**config.mk**
```make
export PLATFORM = sky130hd
export DESIGN_NAME = shift_sequencer
export DESIGN_NICKNAME = d
export VERILOG_FILES = /design/src/rtl/shift_seq_pkg.sv /design/src/rtl/shift_sequencer_shifter.sv /design/src/rtl/shift_sequencer.sv
export SDC_FILE = /design/constraint.sdc
export NUM_CORES = 1
export LEC_CHECK = 0
export BUFFER_PORTS_ARGS = -buffer_cell sky130_fd_sc_hd__buf_4
export CELL_PAD_IN_SITES_DETAIL_PLACEMENT = 1
export CELL_PAD_IN_SITES_GLOBAL_PLACEMENT = 2
export CORE_ASPECT_RATIO = 1.25
export CORE_MARGIN = 2
export CORE_UTILIZATION = 37
export DETAILED_ROUTE_END_ITERATION = 8
export HOLD_SLACK_MARGIN = 0.1
export PLACE_DENSITY_LB_ADDON = 0.1
export SKIP_CTS_REPAIR_TIMING = 1
export SLEW_MARGIN = 25
export SYNTH_ARGS = -nofsm -noshare
export SYNTH_HDL_FRONTEND = slang
export SYNTH_SLANG_ARGS = --single-unit
```
**constraint.sdc**
```tcl
create_clock -name clk -period 2.01 [get_ports clk]
set_clock_uncertainty 0.2 [all_clocks]
set_input_delay 0.201 -clock clk [delete_from_list [all_inputs] [get_ports clk]]
set_output_delay 0.201 -clock clk [all_outputs]
set_load 0.02 [all_outputs]
```
**src/rtl/shift_seq_pkg.sv**
```systemverilog
// shift_seq_pkg: shared constants, op encodings and FSM states for shift_sequencer.
// SHIFT_SEQ_ROR_EN enables the two-pass rotate-right op.
package shift_seq_pkg;
    localparam int DW = 16;
    localparam int AW = 4;
    localparam logic [1:0] OP_SLL  = 2'b00;
    localparam logic [1:0] OP_SRA  = 2'b01;
    localparam logic [1:0] OP_ROR  = 2'b10;
    localparam logic [1:0] OP_RSVD = 2'b11;
    typedef enum logic [1:0] {IDLE, EXEC1, EXEC2, RESP} seq_state_t;
    function automatic logic op_ok(input logic [1:0] op);
`ifdef SHIFT_SEQ_ROR_EN
        return op != OP_RSVD;
`else
        return op == OP_SLL || op == OP_SRA;
`endif
    endfunction
endpackage

```
**src/rtl/shift_sequencer_shifter.sv**
```systemverilog
// Shifter: combinational barrel shifter; Mode 0 shifts left logical, Mode 1 shifts right arithmetic.
module Shifter #(
    parameter int DW = 16,
    parameter int AW = 4
) (
    output logic [DW-1:0] Shift_Out,
    input  logic [DW-1:0] Shift_In,
    input  logic [AW-1:0] Shift_Val,
    input  logic          Mode
);
    assign Shift_Out = Mode ? DW'($signed(Shift_In) >>> Shift_Val) : Shift_In << Shift_Val;
endmodule

```
**src/rtl/shift_sequencer.sv**
```systemverilog
// shift_sequencer: valid/ready sequencer driving one Shifter for SLL, SRA and (with
// SHIFT_SEQ_ROR_EN) a two-pass rotate-right; other ops return an error response.
module shift_sequencer #(
    parameter int DW = shift_seq_pkg::DW,
    parameter int AW = shift_seq_pkg::AW
) (
    input  logic          clk,
    input  logic          rst_n,
    input  logic          req_valid,
    output logic          req_ready,
    input  logic [1:0]    req_op,
    input  logic [DW-1:0] req_data,
    input  logic [AW-1:0] req_amt,
    output logic          rsp_valid,
    input  logic          rsp_ready,
    output logic [DW-1:0] rsp_data,
    output logic          rsp_err,
    output logic          busy
);
    import shift_seq_pkg::*;

    seq_state_t    state_q, state_d;
    logic          ready_q, ready_d, err_q, err_d, mode;
    logic [1:0]    op_q, op_d;
    logic [DW-1:0] data_q, data_d, acc_q, acc_d, sh_in, sh_out;
    logic [AW-1:0] amt_q, amt_d, sh_val;

    Shifter #(.DW(DW), .AW(AW)) u_shifter (
        .Shift_Out(sh_out),
        .Shift_In (sh_in),
        .Shift_Val(sh_val),
        .Mode     (mode)
    );

    always_comb begin
        state_d = state_q;
        ready_d = ready_q;
        op_d    = op_q;
        data_d  = data_q;
        amt_d   = amt_q;
        acc_d   = acc_q;
        err_d   = err_q;
        mode    = 1'b0;
        sh_in   = '0;
        sh_val  = '0;
        unique case (state_q)
            IDLE: begin
                ready_d = 1'b1;
                if (req_valid && ready_q) begin
                    ready_d = 1'b0;
                    op_d    = req_op;
                    data_d  = req_data;
                    amt_d   = req_amt;
                    acc_d   = '0;
                    err_d   = !op_ok(req_op);
                    state_d = op_ok(req_op) ? EXEC1 : RESP;
                end
            end
            EXEC1: begin
                mode    = op_q != OP_SLL;
                sh_in   = data_q;
                sh_val  = amt_q;
                acc_d   = sh_out;
                state_d = RESP;
`ifdef SHIFT_SEQ_ROR_EN
                // First pass moves x[14:0] down; bit 15 is merged separately in EXEC2
                if (op_q == OP_ROR) begin
                    sh_in   = {1'b0, data_q[DW-2:0]};
                    acc_d   = amt_q == '0 ? data_q : sh_out;
                    state_d = amt_q == '0 ? RESP : EXEC2;
                end
`endif
            end
            EXEC2: begin
`ifdef SHIFT_SEQ_ROR_EN
                // (16-n) mod 16 equals -n in AW bits
                sh_in   = data_q;
                sh_val  = '0 - amt_q;
                acc_d   = acc_q | sh_out | (DW'(data_q[DW-1]) << (AW'(DW - 1) - amt_q));
                state_d = RESP;
`else
                state_d = IDLE;
`endif
            end
            RESP: begin
                if (rsp_ready) begin
                    state_d = IDLE;
                    ready_d = 1'b1;
                end
            end
            default: state_d = IDLE;
        endcase
    end

    always_ff @(posedge clk or negedge rst_n) begin
        if (!rst_n) begin
            state_q <= IDLE;
            ready_q <= 1'b0;
            op_q    <= OP_SLL;
            data_q  <= '0;
            amt_q   <= '0;
            acc_q   <= '0;
            err_q   <= 1'b0;
        end else begin
            state_q <= state_d;
            ready_q <= ready_d;
            op_q    <= op_d;
            data_q  <= data_d;
            amt_q   <= amt_d;
            acc_q   <= acc_d;
            err_q   <= err_d;
        end
    end

    assign req_ready = ready_q;
    assign rsp_valid = state_q == RESP;
    assign rsp_data  = acc_q;
    assign rsp_err   = err_q;
    assign busy      = state_q != IDLE;
endmodule

```
==> run_results.csv, run 1 <==
group,metric,value,unit
timing,holdWs,0.220,ns
worst_setup_path,crit_path_max_fanout,11,
die,ioPinCount,46,
timing,rsz0062_at_grt,"true",
synth,syn_nets,336,
timing,worstMarginPinSlew,0.564,ns
clock_tree,clockRootBuffer,"clkbuf_8",
cells_and_area,instances_no_fill,510,
die,initial_core_util,38.4,%
synth,synth_area,3180,um2
min_path,worstHoldPathType,"input port to flip-flop",
worst_setup_path,r2r_cells,7,
clock_tree,cts_sinks,42,
cells_and_area,layout.nets,438,
worst_setup_path,setup.worst_path.start_class,"flip-flop",
grt,grt_pass1_wl,16200,um
route,drtIter0Drc,124,
timing,max_freq,481,MHz
worst_setup_path,worstPathArrival,2.08,ns
placement,dp_cells,467,
clock_tree,cts_tree,"yes",
route,ant_nets,0,
clock_tree,cts_max_level,2,
placement,gp_congestion,0.986,
clock_tree,clk_path_buf_depth,2,
grt,grt_use_total,22.5,%
timing,finalSetupViolCount,4,
outcome,status,"finished with violations",
worst_setup_path,endpoint_kind,"flip-flop",
grt,grt_antenna_before_repair,0,
timing,final.setup.worst_slack,-0.0700,ns
die,row_count,37,
timing,report.final.slew_viol_count,0,
grt,grt_max_degree,43,
worst_setup_path,crit_type,"flip-flop to flip-flop",
die,dieArea,9350,um2
timing,min_period,2.08,ns
placement,place_ws,-0.121,ns
synth,ys.flop_type,"dfrtp_1",
synth,synth-seq-cells,42,
timing,fin_crit_sh,103,%
route,first_pass_iters,4,
route,wl_per_cell,21.4,um
clock_tree,clkTransAtPathRegs,0.10,ns
route,viasPerCell,5.80,
run,max_cap_viol_count,0,
power_and_ir_drop,power_leakage,1.92,nW
synth,synth_cells,310,
cells_and_area,layout_common_cells,"88 x buf_4, 39 x dfrtp_1, 35 x nand2_1",
outcome,violations,"setup timing",
synth,ys_warn_count,0,
grt,grt_overflow_total,0,
power_and_ir_drop,ir_worst_vdd,0.00110,V
timing,slew_headroom,62.4,%
synth,ys_seq_area_share,33.1,%
clock_tree,numCtsBuffers,5,
route,vias,2957,
cells_and_area,drive_above_1_share,46.7,%
cells_and_area,syn_to_final_growth,42.2,%
synth,synth_cell_types,48,
synth,synth.avg_cell_area,10.3,um2
cells_and_area,final_util,54.5,%
timing,setup_tns,-0.125,ns
power_and_ir_drop,power_density,2060,nW/um2
grt,grt_pass1_vias,2928,
cells_and_area,antenna_cells,0,
placement,place_hpwl,7640,um
min_path,hold_path_depth,5,
timing,hold_violations,0,
synth,async_reset_ff_share,100,%
synth,synth_edf_count,0,
die,die_w,86.9,um
route,drcViolationCount,0,
placement,port_buffers,45,
clock_tree,worstSkewPairLatency,0.31,ns
die,core_area,8290,um2
die,die_h,108,um
worst_setup_path,crit_required,2.01,ns
cells_and_area,layout_commonest_cell,"buf_4",
route,routed_wl,10900,um
path summary, 6_finish.rpt:
kind	from	endpoint	slack, ns
worst min-delay path	req_valid	req_ready	0.22
worst max register to register	amt_q[0]	rsp_data[6]	-0.07
min in group asynchronous	rst_n	op_q[1]	0.23
worst min register to register	rsp_data[9]	rsp_data[9]	0.30
max in group asynchronous	rst_n	amt_q[0]	0.96
worst max-delay path	amt_q[0]	rsp_data[6]	-0.07
worst max-delay path: stages, from the launching register on:
cell and delay (ns):
dfrtp_2 0.47, buf_12 0.16, buf_12 0.14, nor2_4 0.11, mux2i_2 0.29, and2_4 0.20, o41ai_2 0.07, a311o_1 0.34
kinds of logic (layout without fill, tap and decap cells):
| logic type | after synthesis | after routing | share of synthesized area, % |
|---|---|---|---|
| buf+inv | 33 | 136 | 6.73 |
| compound gates | 79 | 79 | 16.3 |
| mux | 68 | 68 | 31.3 |
| flops | 42 | 42 | 33.1 |
| simple gates | 88 | 88 | 12.6 |
metal layers:
layer  up-vias  part of all wire (%)  GRT usage [%]
met4         0                   1.8           7.14
met5         -                     0              0
met2        54                    53           38.2
met3        14                   2.2           2.38
li1       1364                     -              -
met1      1525                    43           29.7
Yosys cell counts (all sizes together) (3+ instances only):
cell type | instances | area share, %
nand3 | 5 | 0.79
clkbuf | 7 | 0.83
mux2 | 31 | 11
o31ai | 4 | 0.94
nor2 | 31 | 3.7
a2bb2oi | 4 | 1.1
a211oi | 3 | 0.71
o21ai | 26 | 4.1
o211ai | 3 | 0.71
inv | 6 | 0.71
dfrtp | 42 | 33
nor3 | 3 | 0.47
nand2 | 35 | 4.1
mux4 | 18 | 14
or2 | 4 | 0.79
buf | 19 | 5.1
a221oi | 3 | 1.0
mux2i | 19 | 6.0
a21oi | 18 | 2.8
flip-flops by register name (all words and copies together), names as in the netlist:
signal	cells
amt_q	4
data_q	16
op_q	2
req_ready	1
rsp_data	16
rsp_err	1
state_q	2
cell type report:
cell class	count	area, um2
Inverter	7	30.0
Clock inverter	3	68.8
Tap cell	97	121
Timing Repair Buffer	121	1060
Sequential cell	42	1050
Clock buffer	5	68.8
Multi-Input combinational cell	235	2120
Fill cell	896	3770
stage by stage:
step	total power [mW]	area (um2)
after floorplan	5.28	3180
after global placement	7.23	3820
after detailed placement	7.34	3820
after CTS	8.23	3960
after global routing	9.84	4520
final	9.31	4520
power breakdown:
group          total, mW  internal (mW)  switching [mW]
combinational       6.66           3.28            3.38
sequential          1.81           1.25           0.560
clock              0.843          0.498           0.345
Power figures use the tool's default switching activity.
==> run 2: changes to the inputs <==
--- a/config.mk
+++ b/config.mk
@@ -15,7 +15,8 @@
 export HOLD_SLACK_MARGIN = 0.1
 export PLACE_DENSITY_LB_ADDON = 0.1
 export SKIP_CTS_REPAIR_TIMING = 1
-export SLEW_MARGIN = 25
+export SLEW_MARGIN = 20
 export SYNTH_ARGS = -nofsm -noshare
 export SYNTH_HDL_FRONTEND = slang
 export SYNTH_SLANG_ARGS = --single-unit
+export TNS_END_PERCENT = 50
==> run 2 against run 1 <==
Compared with the run above:
- the run still ends with setup timing left
- routed wire length decreased by 1.2%
- global-route usage unchanged
- first-iteration DRC count increased by 38%
- sequential share of layout area increased by 0.22 points
- combinational power decreased by 2%
- sequential cell count unchanged
- utilization decreased by 0.51 points
- die area unchanged
- setup slack got worse by 0.0039 ns
- register-to-register slack about the same
==> run_results.csv, run 2 (synthesized netlist as in run 1, its figures left out) <==
group,metric,value,unit
outcome,status,"finished with violations",
outcome,violations,"setup timing",
route,vias,2918,
die,die_w,86.9,um
timing,hold_violations,0,
die,die_h,108,um
placement,place_hpwl,7640,um
placement,port_buffers,45,
die,dieArea,9350,um2
worst_setup_path,cp_common_cell,"buf_12",
grt,grt_pass1_wl,16200,um
timing,holdWs,0.223,ns
cells_and_area,instances_no_fill,507,
timing,worstMarginPinSlew,0.562,ns
timing,final.setup.worst_slack,-0.0739,ns
cells_and_area,layout.nets,435,
route,first_pass_iters,4,
cells_and_area,syn_to_final_growth,40.9,%
worst_setup_path,critPathTopFamily,"flip-flops",
route,drtIter0Drc,171,
placement,gp_congestion,0.986,
cells_and_area,drive_above_1_share,45.4,%
grt,grt_use_total,22.5,%
grt,grt_pass1_vias,2928,
worst_setup_path,slowest_delay,0.47,ns
cells_and_area,ff_latch_area,1050,um2
route,drcViolationCount,0,
worst_setup_path,cp_slowest_cell,"dfrtp_2",
clock_tree,worstSkewPairLatency,0.31,ns
grt,grt_max_degree,43,
timing,report.final.slew_viol_count,0,
route,ant_nets,0,
clock_tree,cts_max_level,2,
run,max_cap_viol_count,0,
grt,grt_antenna_before_repair,0,
worst_setup_path,crit_path_max_fanout,11,
route,wl_per_cell,21.3,um
cells_and_area,final_util,54.0,%
worst_setup_path,cp_cell_sequence,"buf_12 > buf_12 > nor2_4 > mux2i_2 > and2_4 > o41ai_2 > a311o_1",
power_and_ir_drop,power_leakage,1.90,nW
worst_setup_path,crit_required,2.01,ns
cells_and_area,antenna_cells,0,
timing,fin_crit_sh,104,%
power_and_ir_drop,power_density,2050,nW/um2
grt,grt_overflow_total,0,
clock_tree,numCtsBuffers,5,
timing,max_freq,480,MHz
cells_and_area,fillCellCount,899,
timing,min_period,2.08,ns
worst_setup_path,worstPathArrival,2.08,ns
power_and_ir_drop,ir_worst_vdd,0.00110,V
placement,dp_cells,467,
route,routed_wl,10800,um
timing,finalSetupViolCount,3,
worst_setup_path,worst-path-buf-inv,2,
die,ioPinCount,46,
worst_setup_path,endpoint_kind,"flip-flop",
route,viasPerCell,5.76,
cells_and_area,multi_input_area,2100,um2
min_path,worstHoldPathType,"input port to flip-flop",
placement,place_ws,-0.121,ns
die,row_count,37,
die,core_area,8290,um2
cells_and_area,layout_commonest_cell,"buf_4",
die,initial_core_util,38.4,%
power_and_ir_drop,totalPowerFinal,9.19,mW
worst_setup_path,crit_type,"flip-flop to flip-flop",
clock_tree,clockRootBuffer,"clkbuf_8",
clock_tree,cts_sinks,42,
timing,rsz0062_at_grt,"true",
worst_setup_path,setup.worst_path.start_class,"flip-flop",
clock_tree,cts_tree,"yes",
timing,slew_headroom,62.5,%
cells_and_area,layout_common_cells,"86 x buf_4, 39 x dfrtp_1, 35 x nand2_1",
clock_tree,clk_path_buf_depth,2,
clock_tree,clkTransAtPathRegs,0.09,ns
[run 2: power breakdown]
group          switching, mW  internal, mW
registers              0.559          1.25
logic                   3.32          3.22
clock network          0.347         0.498
total                   4.22          4.96
[run 2: routing by layer]
layer	vias up	track usage [%]	share of wire (%)
met1	1496	29.7	43
met4	0	7.14	2.1
met2	51	38.2	52
met5	-	0	0
li1	1358	-	-
met3	13	2.38	2.5
[run 2: final timing paths]
| path | from | end | slack [ns] | depth (start not counted) |
|---|---|---|---|---|
| worst max-delay path | amt_q[0] | rsp_data[6] | -0.07 | 7 |
| worst min-delay path | req_valid | req_ready | 0.22 | 5 |
| worst max register to register | amt_q[0] | rsp_data[6] | -0.07 | 7 |
| worst min register to register | rsp_data[4] | rsp_data[4] | 0.30 | 2 |
| max in group asynchronous | rst_n | amt_q[0] | 0.97 | 2 |
| min in group asynchronous | rst_n | rsp_data[11] | 0.23 | 2 |
[run 2: stage by stage]
| stage | cell area, um2 | TNS, ns |
|---|---|---|
| after floorplan | 3180 | 0 |
| after global placement | 3820 | -0.504 |
| after detailed placement | 3820 | -0.499 |
| after CTS | 3960 | -0.771 |
| after global routing | 4480 | -0.837 |
| final | 4480 | -0.143 |
[run 2: worst min-delay path, stage by stage]
cell and delay (ns):
buf_4 0.11, nand2_1 0.07, nor2_2 0.06, buf_12 0.15, nor2_1 0.10
[run 2: final cells by class]
type	count	share of cell area (%)
Tap cell	97	2.71
Sequential cell	42	23.6
Inverter	7	0.671
Timing Repair Buffer	118	23.1
Multi-Input combinational cell	235	46.9
Clock inverter	3	1.54
Clock buffer	5	1.54
